**src/rtl/thermometer_pkg.sv**
```systemverilog
// Shared types and width helpers for the multi-channel serial thermometer counter.
// to_bipolar() is also used by the partial-product offset logic.
package thermometer_pkg;

    typedef enum logic [1:0] {
        IDLE,
        ACCUM,
        HOLD
    } state_e;

    // Lane counter width: must hold 0..len inclusive.
    function automatic int unsigned count_width(input int unsigned len);
        return $clog2(len) + 1;
    endfunction

    // Per-channel result width: holds -len..+len in two's complement.
    function automatic int unsigned chan_width(input int unsigned len);
        return $clog2(len) + 2;
    endfunction

    // Total width: one extra bit per doubling of the lane count.
    function automatic int unsigned total_width(input int unsigned cw, input int unsigned n);
        return (n == 1) ? cw + 1 : cw + $clog2(n);
    endfunction

    function automatic int to_bipolar(input int unsigned count, input int unsigned len);
        return 2 * int'(count) - int'(len);
    endfunction

endpackage

```
**src/rtl/multi_channel_thermometer_counter_if.sv**
```systemverilog
// Frame handshake and result bus between the serial generators, the counter and
// the downstream adder tree.
interface multi_channel_thermometer_counter_if #(
    parameter int unsigned NUM_CHANNELS = 4,
    parameter int unsigned CW           = 8,
    parameter int unsigned TW           = 10
);

    logic                       start;
    logic [NUM_CHANNELS-1:0]    serial_in;
    logic                       in_ready;
    logic                       busy;
    logic                       out_valid;
    logic                       out_ready;
    logic [NUM_CHANNELS*CW-1:0] count_out;
    logic [TW-1:0]              total_out;

    modport master (
        output start,
        output serial_in,
        output out_ready,
        input  in_ready,
        input  busy,
        input  out_valid,
        input  count_out,
        input  total_out
    );

    modport slave (
        input  start,
        input  serial_in,
        input  out_ready,
        output in_ready,
        output busy,
        output out_valid,
        output count_out,
        output total_out
    );

endinterface

```
**src/rtl/lane_ones_counter.sv**
```systemverilog
// Counts ones on one serial lane; a load restarts the count with the bit sampled
// in the same cycle.
module lane_ones_counter #(
    parameter int unsigned WIDTH = 7
) (
    input  logic             clk,
    input  logic             rst_n,
    input  logic             load,
    input  logic             en,
    input  logic             serial_bit,
    output logic [WIDTH-1:0] count
);

    logic [WIDTH-1:0] count_q, count_d;

    always_comb begin
        count_d = count_q;
        if (load) begin
            count_d = WIDTH'(serial_bit);
        end else if (en) begin
            count_d = count_q + WIDTH'(serial_bit);
        end
    end

    always_ff @(posedge clk or negedge rst_n) begin
        if (!rst_n) begin
            count_q <= '0;
        end else begin
            count_q <= count_d;
        end
    end

    assign count = count_q;

endmodule

```
**src/rtl/multi_channel_thermometer_counter.sv**
```systemverilog
// Counts ones on N parallel serial thermometer lanes per L-bit frame and presents
// per-lane bipolar/unipolar values plus their total under a valid/ready handshake.
module multi_channel_thermometer_counter
    import thermometer_pkg::*;
#(
    parameter int unsigned SERIAL_INPUT_LENGTH = 64,
    parameter int unsigned NUM_CHANNELS        = 4,
    parameter bit          BIPOLAR             = 1'b1
) (
    input logic                               clk,
    input logic                               rst_n,
    multi_channel_thermometer_counter_if.slave bus
);

    localparam int unsigned L    = SERIAL_INPUT_LENGTH;
    localparam int unsigned N    = NUM_CHANNELS;
    localparam int unsigned CNTW = count_width(L);
    localparam int unsigned CW   = chan_width(L);
    localparam int unsigned TW   = total_width(CW, N);

    if (L < 2) begin : g_bad_length
        $error("SERIAL_INPUT_LENGTH must be at least 2");
    end
    if (N < 1) begin : g_bad_channels
        $error("NUM_CHANNELS must be at least 1");
    end

    state_e            state_q, state_d;
    logic [CNTW-1:0]   bit_cnt_q, bit_cnt_d;
    logic              in_ready;
    logic              accept;
    logic              last_bit;
    logic [CNTW-1:0]   lane_cnt [N];
    logic [CNTW-1:0]   final_cnt;
    logic [CW-1:0]     lane_val;
    logic [N*CW-1:0]   count_q, count_d;
    logic [TW-1:0]     total_q, total_d;

    // Accepting in HOLD only when the result drains keeps back-to-back frames gapless.
    assign in_ready = (state_q == IDLE) || ((state_q == HOLD) && bus.out_ready);
    assign accept   = bus.start && in_ready;
    assign last_bit = (state_q == ACCUM) && (bit_cnt_q == CNTW'(L - 1));

    for (genvar i = 0; i < N; i++) begin : g_lane
        lane_ones_counter #(
            .WIDTH (CNTW)
        ) u_lane (
            .clk        (clk),
            .rst_n      (rst_n),
            .load       (accept),
            .en         (state_q == ACCUM),
            .serial_bit (bus.serial_in[i]),
            .count      (lane_cnt[i])
        );
    end

    always_comb begin
        state_d = state_q;
        case (state_q)
            IDLE:    if (bus.start) state_d = ACCUM;
            ACCUM:   if (last_bit) state_d = HOLD;
            HOLD:    if (bus.out_ready) state_d = bus.start ? ACCUM : IDLE;
            default: state_d = IDLE;
        endcase
    end

    always_comb begin
        bit_cnt_d = bit_cnt_q;
        if (accept) begin
            bit_cnt_d = CNTW'(1);
        end else if (state_q == ACCUM) begin
            bit_cnt_d = bit_cnt_q + CNTW'(1);
        end
    end

    // Final counts include the last bit, which is still on serial_in this cycle.
    always_comb begin
        final_cnt = '0;
        lane_val  = '0;
        count_d   = '0;
        total_d   = '0;
        for (int i = 0; i < N; i++) begin
            final_cnt = lane_cnt[i] + CNTW'(bus.serial_in[i]);
            if (BIPOLAR) begin
                lane_val = CW'(to_bipolar(32'(final_cnt), L));
                total_d  = total_d + TW'($signed(lane_val));
            end else begin
                lane_val = CW'(final_cnt);
                total_d  = total_d + TW'(lane_val);
            end
            count_d[i*CW +: CW] = lane_val;
        end
    end

    always_ff @(posedge clk or negedge rst_n) begin
        if (!rst_n) begin
            state_q   <= IDLE;
            bit_cnt_q <= '0;
            count_q   <= '0;
            total_q   <= '0;
        end else begin
            state_q   <= state_d;
            bit_cnt_q <= bit_cnt_d;
            if (last_bit) begin
                count_q <= count_d;
                total_q <= total_d;
            end
        end
    end

    assign bus.in_ready  = in_ready;
    assign bus.busy      = (state_q == ACCUM);
    assign bus.out_valid = (state_q == HOLD);
    assign bus.count_out = count_q;
    assign bus.total_out = total_q;

endmodule

```
**src/flat_wrapper.sv**
```systemverilog
// flat-port wrapper written by rule: the top's interface ports become plain ports
module multi_channel_thermometer_counter_flat import thermometer_pkg::*;
#(
    parameter int unsigned SERIAL_INPUT_LENGTH = 64,
    parameter int unsigned NUM_CHANNELS        = 4,
    parameter bit          BIPOLAR             = 1'b1
)
  (clk, rst_n, bus_start, bus_serial_in, bus_out_ready, bus_in_ready, bus_busy, bus_out_valid, bus_count_out, bus_total_out);
  multi_channel_thermometer_counter_if #(.NUM_CHANNELS(NUM_CHANNELS), .CW((8)), .TW((10))) bus_i ();
  input logic clk;
  input logic rst_n;
  input wire logic [$bits(bus_i.start)-1:0] bus_start;
  input wire logic [$bits(bus_i.serial_in)-1:0] bus_serial_in;
  input wire logic [$bits(bus_i.out_ready)-1:0] bus_out_ready;
  output wire logic [$bits(bus_i.in_ready)-1:0] bus_in_ready;
  output wire logic [$bits(bus_i.busy)-1:0] bus_busy;
  output wire logic [$bits(bus_i.out_valid)-1:0] bus_out_valid;
  output wire logic [$bits(bus_i.count_out)-1:0] bus_count_out;
  output wire logic [$bits(bus_i.total_out)-1:0] bus_total_out;
  assign bus_i.start = bus_start;
  assign bus_i.serial_in = bus_serial_in;
  assign bus_i.out_ready = bus_out_ready;
  assign bus_in_ready = bus_i.in_ready;
  assign bus_busy = bus_i.busy;
  assign bus_out_valid = bus_i.out_valid;
  assign bus_count_out = bus_i.count_out;
  assign bus_total_out = bus_i.total_out;
  multi_channel_thermometer_counter #(.SERIAL_INPUT_LENGTH(SERIAL_INPUT_LENGTH), .NUM_CHANNELS(NUM_CHANNELS), .BIPOLAR(BIPOLAR)) u_core (.clk(clk), .rst_n(rst_n), .bus(bus_i));
endmodule
```
**config.mk**
```make
export PLATFORM = sky130hd
export DESIGN_NAME = multi_channel_thermometer_counter_flat
export DESIGN_NICKNAME = d
export VERILOG_FILES = /design/src/rtl/thermometer_pkg.sv /design/src/rtl/multi_channel_thermometer_counter_if.sv /design/src/rtl/lane_ones_counter.sv /design/src/rtl/multi_channel_thermometer_counter.sv /design/src/flat_wrapper.sv
export SDC_FILE = /design/constraint.sdc
export NUM_CORES = 1
export LEC_CHECK = 0
export ABC_AREA = 1
export BUFFER_PORTS_ARGS = -buffer_cell sky130_fd_sc_hd__buf_4
export CAP_MARGIN = 20
export CORE_MARGIN = 1.5
export CORE_UTILIZATION = 40
export DETAILED_ROUTE_END_ITERATION = 12
export HOLD_SLACK_MARGIN = 0.1
export PLACE_DENSITY = 0.59
export SYNTH_ARGS = -nofsm -noshare
export SYNTH_HDL_FRONTEND = slang
export SYNTH_HIERARCHICAL = 1
export SYNTH_SLANG_ARGS = --single-unit
```
**constraint.sdc**
```tcl
create_clock -name clk -period 10.05 [get_ports clk]
set_clock_uncertainty 0.1 [all_clocks]
set_input_delay 0.5025 -clock clk [delete_from_list [all_inputs] [get_ports clk]]
set_output_delay 0.5025 -clock clk [all_outputs]
set_load 0.1 [all_outputs]
```
=== Word level (Yosys, flattened, before mapping) ===
Cells that the tools add are included.
Widths: inputs -> output; s select.

* Bits of input ports: 8
* Latch bits: 0
* Bits in writable memories: 0
* Memories: 0
* Flip-flop bits (word level): 79
* Output and inout bits: 45
* Logic and storage cells: 48
* ROM bits: 0

* Add/sub/neg operators: 12
* Bitwise gates (word level): 0
* Order comparisons: 0
* Multiply operators: 0
* Mux-type cells: 15
* Shift operators: 0
* Reduce and logical (&&, ||, !) cells: 7
* Eq/ne operators: 6
* Div/mod/pow operators: 0

{| class="wikitable"
|+ Operators with widths
! operator !! count
|-
| $mux 7 || 10
|-
| $sub 8x7->8 const B || 4
|-
| $add 7x1->7 || 4
|-
| $add 10x10->10 || 2
|-
| $add 8x8->9 || 1
|-
| $add 7x1->7 const B || 1
|-
| $eq 7x6->1 const B || 1
|-
| $mux 2 || 3
|-
| $pmux 2 s3 || 1
|-
| $ne 2x2->1 const B || 2
|-
| $logic_and 1x1->1 || 3
|-
| $reduce_and 3->1 || 1
|-
| $eq 2x1->1 const B || 1
|-
| $eq 2x2->1 const B || 1
|-
| $logic_not 2->1 || 1
|-
| $ne 2x1->1 const B || 1
|-
| $reduce_bool 2->1 || 1
|-
| $logic_or 1x1->1 || 1
|-
| $mux 1 || 1
|}

=== Logic depth before layout (Yosys ltp) ===
* Depth in word-level cells: 5
* Depth in mapped cells: 21
* Gate-level depth less buffers: 21

=== Modules after synthesis ===
Netlist, hierarchy kept.

{| class="wikitable"
|+ By module, submodules not included
! module !! sequential area each (um^2) !! cells each !! area each (um^2) !! times used
|-
| multi_channel_thermometer_counter || 1,151.1 || 435 || 3,305.7 || 1
|-
| lane_ones_counter || 175.2 || 49 || 402.9 || 4
|}

=== Worst setup path after synthesis ===
No wires, ideal clock.

* Path kind: input to register
* From: input port bus_out_ready
* To: register u_core.g_lane[0].u_lane.count_q[5]
* Slack: 6.479 ns
* Cell stages on the path: 9
* Setup time: 0.119 ns
* Required time: 9.831 ns
* Data arrival time: 3.352 ns
* Cells stage by stage: inv_1 -> a21oi_1 -> nand2_1 -> inv_1 -> nor2_4 -> nor2_2 -> nand3_1 -> nand2_1 -> nor2_1

* Word-level cells in the longest chain between the ends: 4

{| class="wikitable"
|+ RTL lines
! what !! RTL line !! text
|-
| from (decl) || flat_wrapper.sv:14 || <nowiki>input wire logic [$bits(bus_i.out_ready)-1:0] bus_out_ready;</nowiki>
|-
| $logic_and 1x1->1 * || multi_channel_thermometer_counter.sv:40 || <nowiki>assign in_ready = (state_q == IDLE) || ((state_q == HOLD) && bus.out_ready);</nowiki>
|-
| $logic_or 1x1->1 * || multi_channel_thermometer_counter.sv:40 ||
|-
| net bus_in_ready || flat_wrapper.sv:15 || <nowiki>output wire logic [$bits(bus_i.in_ready)-1:0] bus_in_ready;</nowiki>
|-
| $logic_and 1x1->1 * || multi_channel_thermometer_counter.sv:41 || <nowiki>assign accept = bus.start && in_ready;</nowiki>
|-
| net u_core.accept || multi_channel_thermometer_counter.sv:31 || <nowiki>logic accept;</nowiki>
|-
| $mux 7 or $reduce_bool 2->1 (tied branches) || - ||
|-
| to (signal assigned) || lane_ones_counter.sv:29 || <nowiki>count_q <= count_d;</nowiki>
|-
| to (decl) || lane_ones_counter.sv:14 || <nowiki>logic [WIDTH-1:0] count_q, count_d;</nowiki>
|}

Mark *: on every way through the listed nets, which the timed path passes. The rest lies on a longest branch.
A chain may end at the register's enable or synchronous reset.

=== Worst setup path in the final report ===
* From: register u_core.g_lane[0].u_lane.count_q[0]
* To: register u_core.total_q[9], in the netlist u_core/bus.total_out[9]

* Word-level cells in the longest chain between the ends: 5

{| class="wikitable"
|+ RTL lines
! what !! RTL line !! text
|-
| $add 7x1->7 || multi_channel_thermometer_counter.sv:83 || <nowiki>final_cnt = lane_cnt[i] + CNTW'(bus.serial_in[i]);</nowiki>
|-
| $sub 8x7->8 || thermometer_pkg.sv:27 || <nowiki>return 2 * int'(count) - int'(len);</nowiki>
|-
| $add 8x8->9 || multi_channel_thermometer_counter.sv:86 || <nowiki>total_d = total_d + TW'($signed(lane_val));</nowiki>
|-
| $add 10x10->10 (2 in a row) || multi_channel_thermometer_counter.sv:86 ||
|-
| to (signal assigned) || multi_channel_thermometer_counter.sv:106 || <nowiki>total_q <= total_d;</nowiki>
|-
| to (decl) || multi_channel_thermometer_counter.sv:37 || <nowiki>logic [TW-1:0] total_q, total_d;</nowiki>
|}

No other way between the ends.

==> impl_metrics.env <==
export IMPL_status="completed"
export IMPL_timing_final_crit_share_pct=36.8
export IMPL_hpwl_um=7960
export IMPL_crit_arrival_ns=3.82
export IMPL_fin_tns_setup_ns=0
export IMPL_gp_congestion=0.807
export IMPL_portBuffers=47
export IMPL_n_fill_cell=1202
export IMPL_finish_instance_area_um2=5690
export IMPL_holdWs_ns=0.209
export IMPL_final_common_cell="nand2_1"
export IMPL_htreeDepth=3
export IMPL_ant_nets=0
export IMPL_layout_drive_gt1_share_pct=16.0
export IMPL_antenna_found_initial=0
export IMPL_rr_startpoint="u_core/g_lane[0].u_lane/count[0]"
export IMPL_syn_inst=631
export IMPL_dr_first_iter_drc_count=166
export IMPL_dr_pass1_iters=4
export IMPL_path_clk_slew_ns=0.06
export IMPL_grt_pass1_wl_um=18400
export IMPL_num_rows=40
export IMPL_maxCapViolCount=0
export IMPL_fin_nets=733
export IMPL_area_growth_pct=15.6
export IMPL_grt_usage_pct=17.9
export IMPL_die_area_um2=13000
export IMPL_cts_root_buffer="clkbuf_16"
export IMPL_dpl_cell_area_um2=5370
export IMPL_reg2reg_slack_ns=6.35
export IMPL_ys_warn_count=6
export IMPL_diodes=0
export IMPL_cts_buffer_depth=2
export IMPL_maxSlewViolCount=0
export IMPL_ys_seq_area_share_pct=37.7
export IMPL_rsz0062_at_grt="false"
export IMPL_tritoncts="yes"
export IMPL_grt_pass1_vias=3868
export IMPL_cp_start_kind="register"
export IMPL_coreArea_um2=12000
export IMPL_synth_cell_types=32
export IMPL_rr_worst_depth=19
export IMPL_grt_max_degree=75
export IMPL_layout_common_cells="207 x nand2_1, 79 x inv_1, 74 x dfrtp_1, 56 x nand3_1, 47 x buf_4"
export IMPL_drt_total_wl_um=10700
export IMPL_max_freq_mhz=270
export IMPL_die_w_um=114
export IMPL_grt_overflow=0
export IMPL_path_class="reg2reg"
export IMPL_finalSetupViolations=0
export IMPL_period_needed_ns=3.70
export IMPL_syn_area_per_cell_um2=7.79
export IMPL_synth_area_um2=4920
export IMPL_synth_seq_cells=74
export IMPL_pin_count=53
export IMPL_drc=0
export IMPL_clock_latency_ns=0.33
export IMPL_hold_viol_final=0
export IMPL_vias=4025
export IMPL_multi_input_area_um2=2660
export IMPL_die_h_um=114
export IMPL_ctsHoldBuffers=0
export IMPL_critPathCaptureType="register"
export IMPL_max_slew_margin_rel_pct=32.6
export IMPL_hold_path_class="in2async"
export IMPL_cts_resized=0
export IMPL_start_util_pct=40.9
export IMPL_worstMarginPinSlew_ns=1.01
export IMPL_seqCellArea_um2=1850
export IMPL_path_max_fanout=5
export IMPL_rr_endpoint="u_core/bus.total_out[9]"
export IMPL_routedWlPerCell_um=12.9
export IMPL_via_per_inst=4.83
export IMPL_cts_setup_buffers=0
export IMPL_cts_buffers_inserted=9
export IMPL_cp_data_required_time_ns=10.17
export IMPL_cts_sinks=74
## cells in the mapped netlist, drive strengths merged
cell type / instances / area [um^2]
o21a: 1 / 7.51
dfrtp: 74 / 1850
inv: 85 / 319
buf: 11 / 98.8
nand3: 61 / 330
xor2: 13 / 114
nand3b: 1 / 7.51
nor3: 1 / 5.00
xnor2: 2 / 17.5
clkbuf: 1 / 3.75
ha: 31 / 388
nor2: 60 / 339
or2: 2 / 12.5
a21oi: 28 / 144
nand2: 210 / 801
and2: 1 / 6.26
fa: 13 / 260
o21bai: 1 / 7.51
o21ai: 34 / 200
conb: 1 / 3.75
## per-layer routing
metal	up-vias	wire [um]	track usage (%)
met4	0	184	7.00
met1	1859	5240	24.8
met3	15	336	2.76
li1	2067	-	-
met2	84	4980	28.3
met5	-	0	0
## logic make-up after synthesis
kind of cell	after synthesis	share of synthesized area [%]
AOI/OAI and AO/OA	64	7.30
xor gates and xnor gates	15	2.67
adders and majority gates	44	13.2
buffers and inverters	97	8.57
DFF	74	37.7
other	1	0.0763
and+or+nand+nor	336	30.5
## worst max-delay path, stage by stage, from the launching register on
cell and delay (ns):
dfrtp_1 0.40, ha_1 0.23, ha_1 0.18, nand2_1 0.07
nor2_1 0.20, nand2_1 0.10, nand2_1 0.07, nand2_1 0.05
nand2_1 0.07, nand2_1 0.11, fa_1 0.62, xor2_1 0.20
ha_1 0.27, ha_1 0.37, nand2_1 0.11, inv_1 0.04
a21oi_1 0.17, nand3_1 0.10, nand3_1 0.09, nand2_1 0.05
## layout make-up
| class | instances | area share, % |
|---|---|---|
| timing repair buffer | 47 | 6.21 |
| clock inverter | 7 | 1.65 |
| clock buffer | 9 | 3.96 |
| inverter | 85 | 5.61 |
| sequential | 74 | 32.6 |
| tap | 147 | 3.24 |
| multi-input combinational | 464 | 46.8 |
## metrics by stage
step                      worst slack (ns)  util [%]  instances
after detailed placement              6.19      44.7        817
after global routing                  6.08      47.3        833
after global placement                6.24      44.7        817
after CTS                             6.39      47.3        833
after floorplan                       6.48         -        635
final                                 6.35      47.3        833
## state kept, by name (all words and copies together), names as in the netlist
signal	cells
u_core/bus.count_out	28
u_core/state_q	2
u_core/bit_cnt_q	7
u_core/g_lane.u_lane/count	28
u_core/bus.total_out	9
## worst max path at each step
stage / end / start / cells after the start
after floorplan: u_core/g_lane[0].u_lane/count[5] / bus_out_ready / 9
after global placement: u_core/bus.total_out[6] / bus_serial_in[1] / 15
after detailed placement: u_core/bus.total_out[9] / bus_serial_in[0] / 20
after CTS: u_core/bus.total_out[9] / u_core/g_lane[0].u_lane/count[0] / 19
after global routing: u_core/bus.total_out[9] / u_core/g_lane[0].u_lane/count[0] / 19
final: u_core/bus.total_out[9] / u_core/g_lane[0].u_lane/count[0] / 19
Power is left out: the tool's default activity adds up to more than one toggle a clock period on the data nets, which glitch-free logic cannot reach.
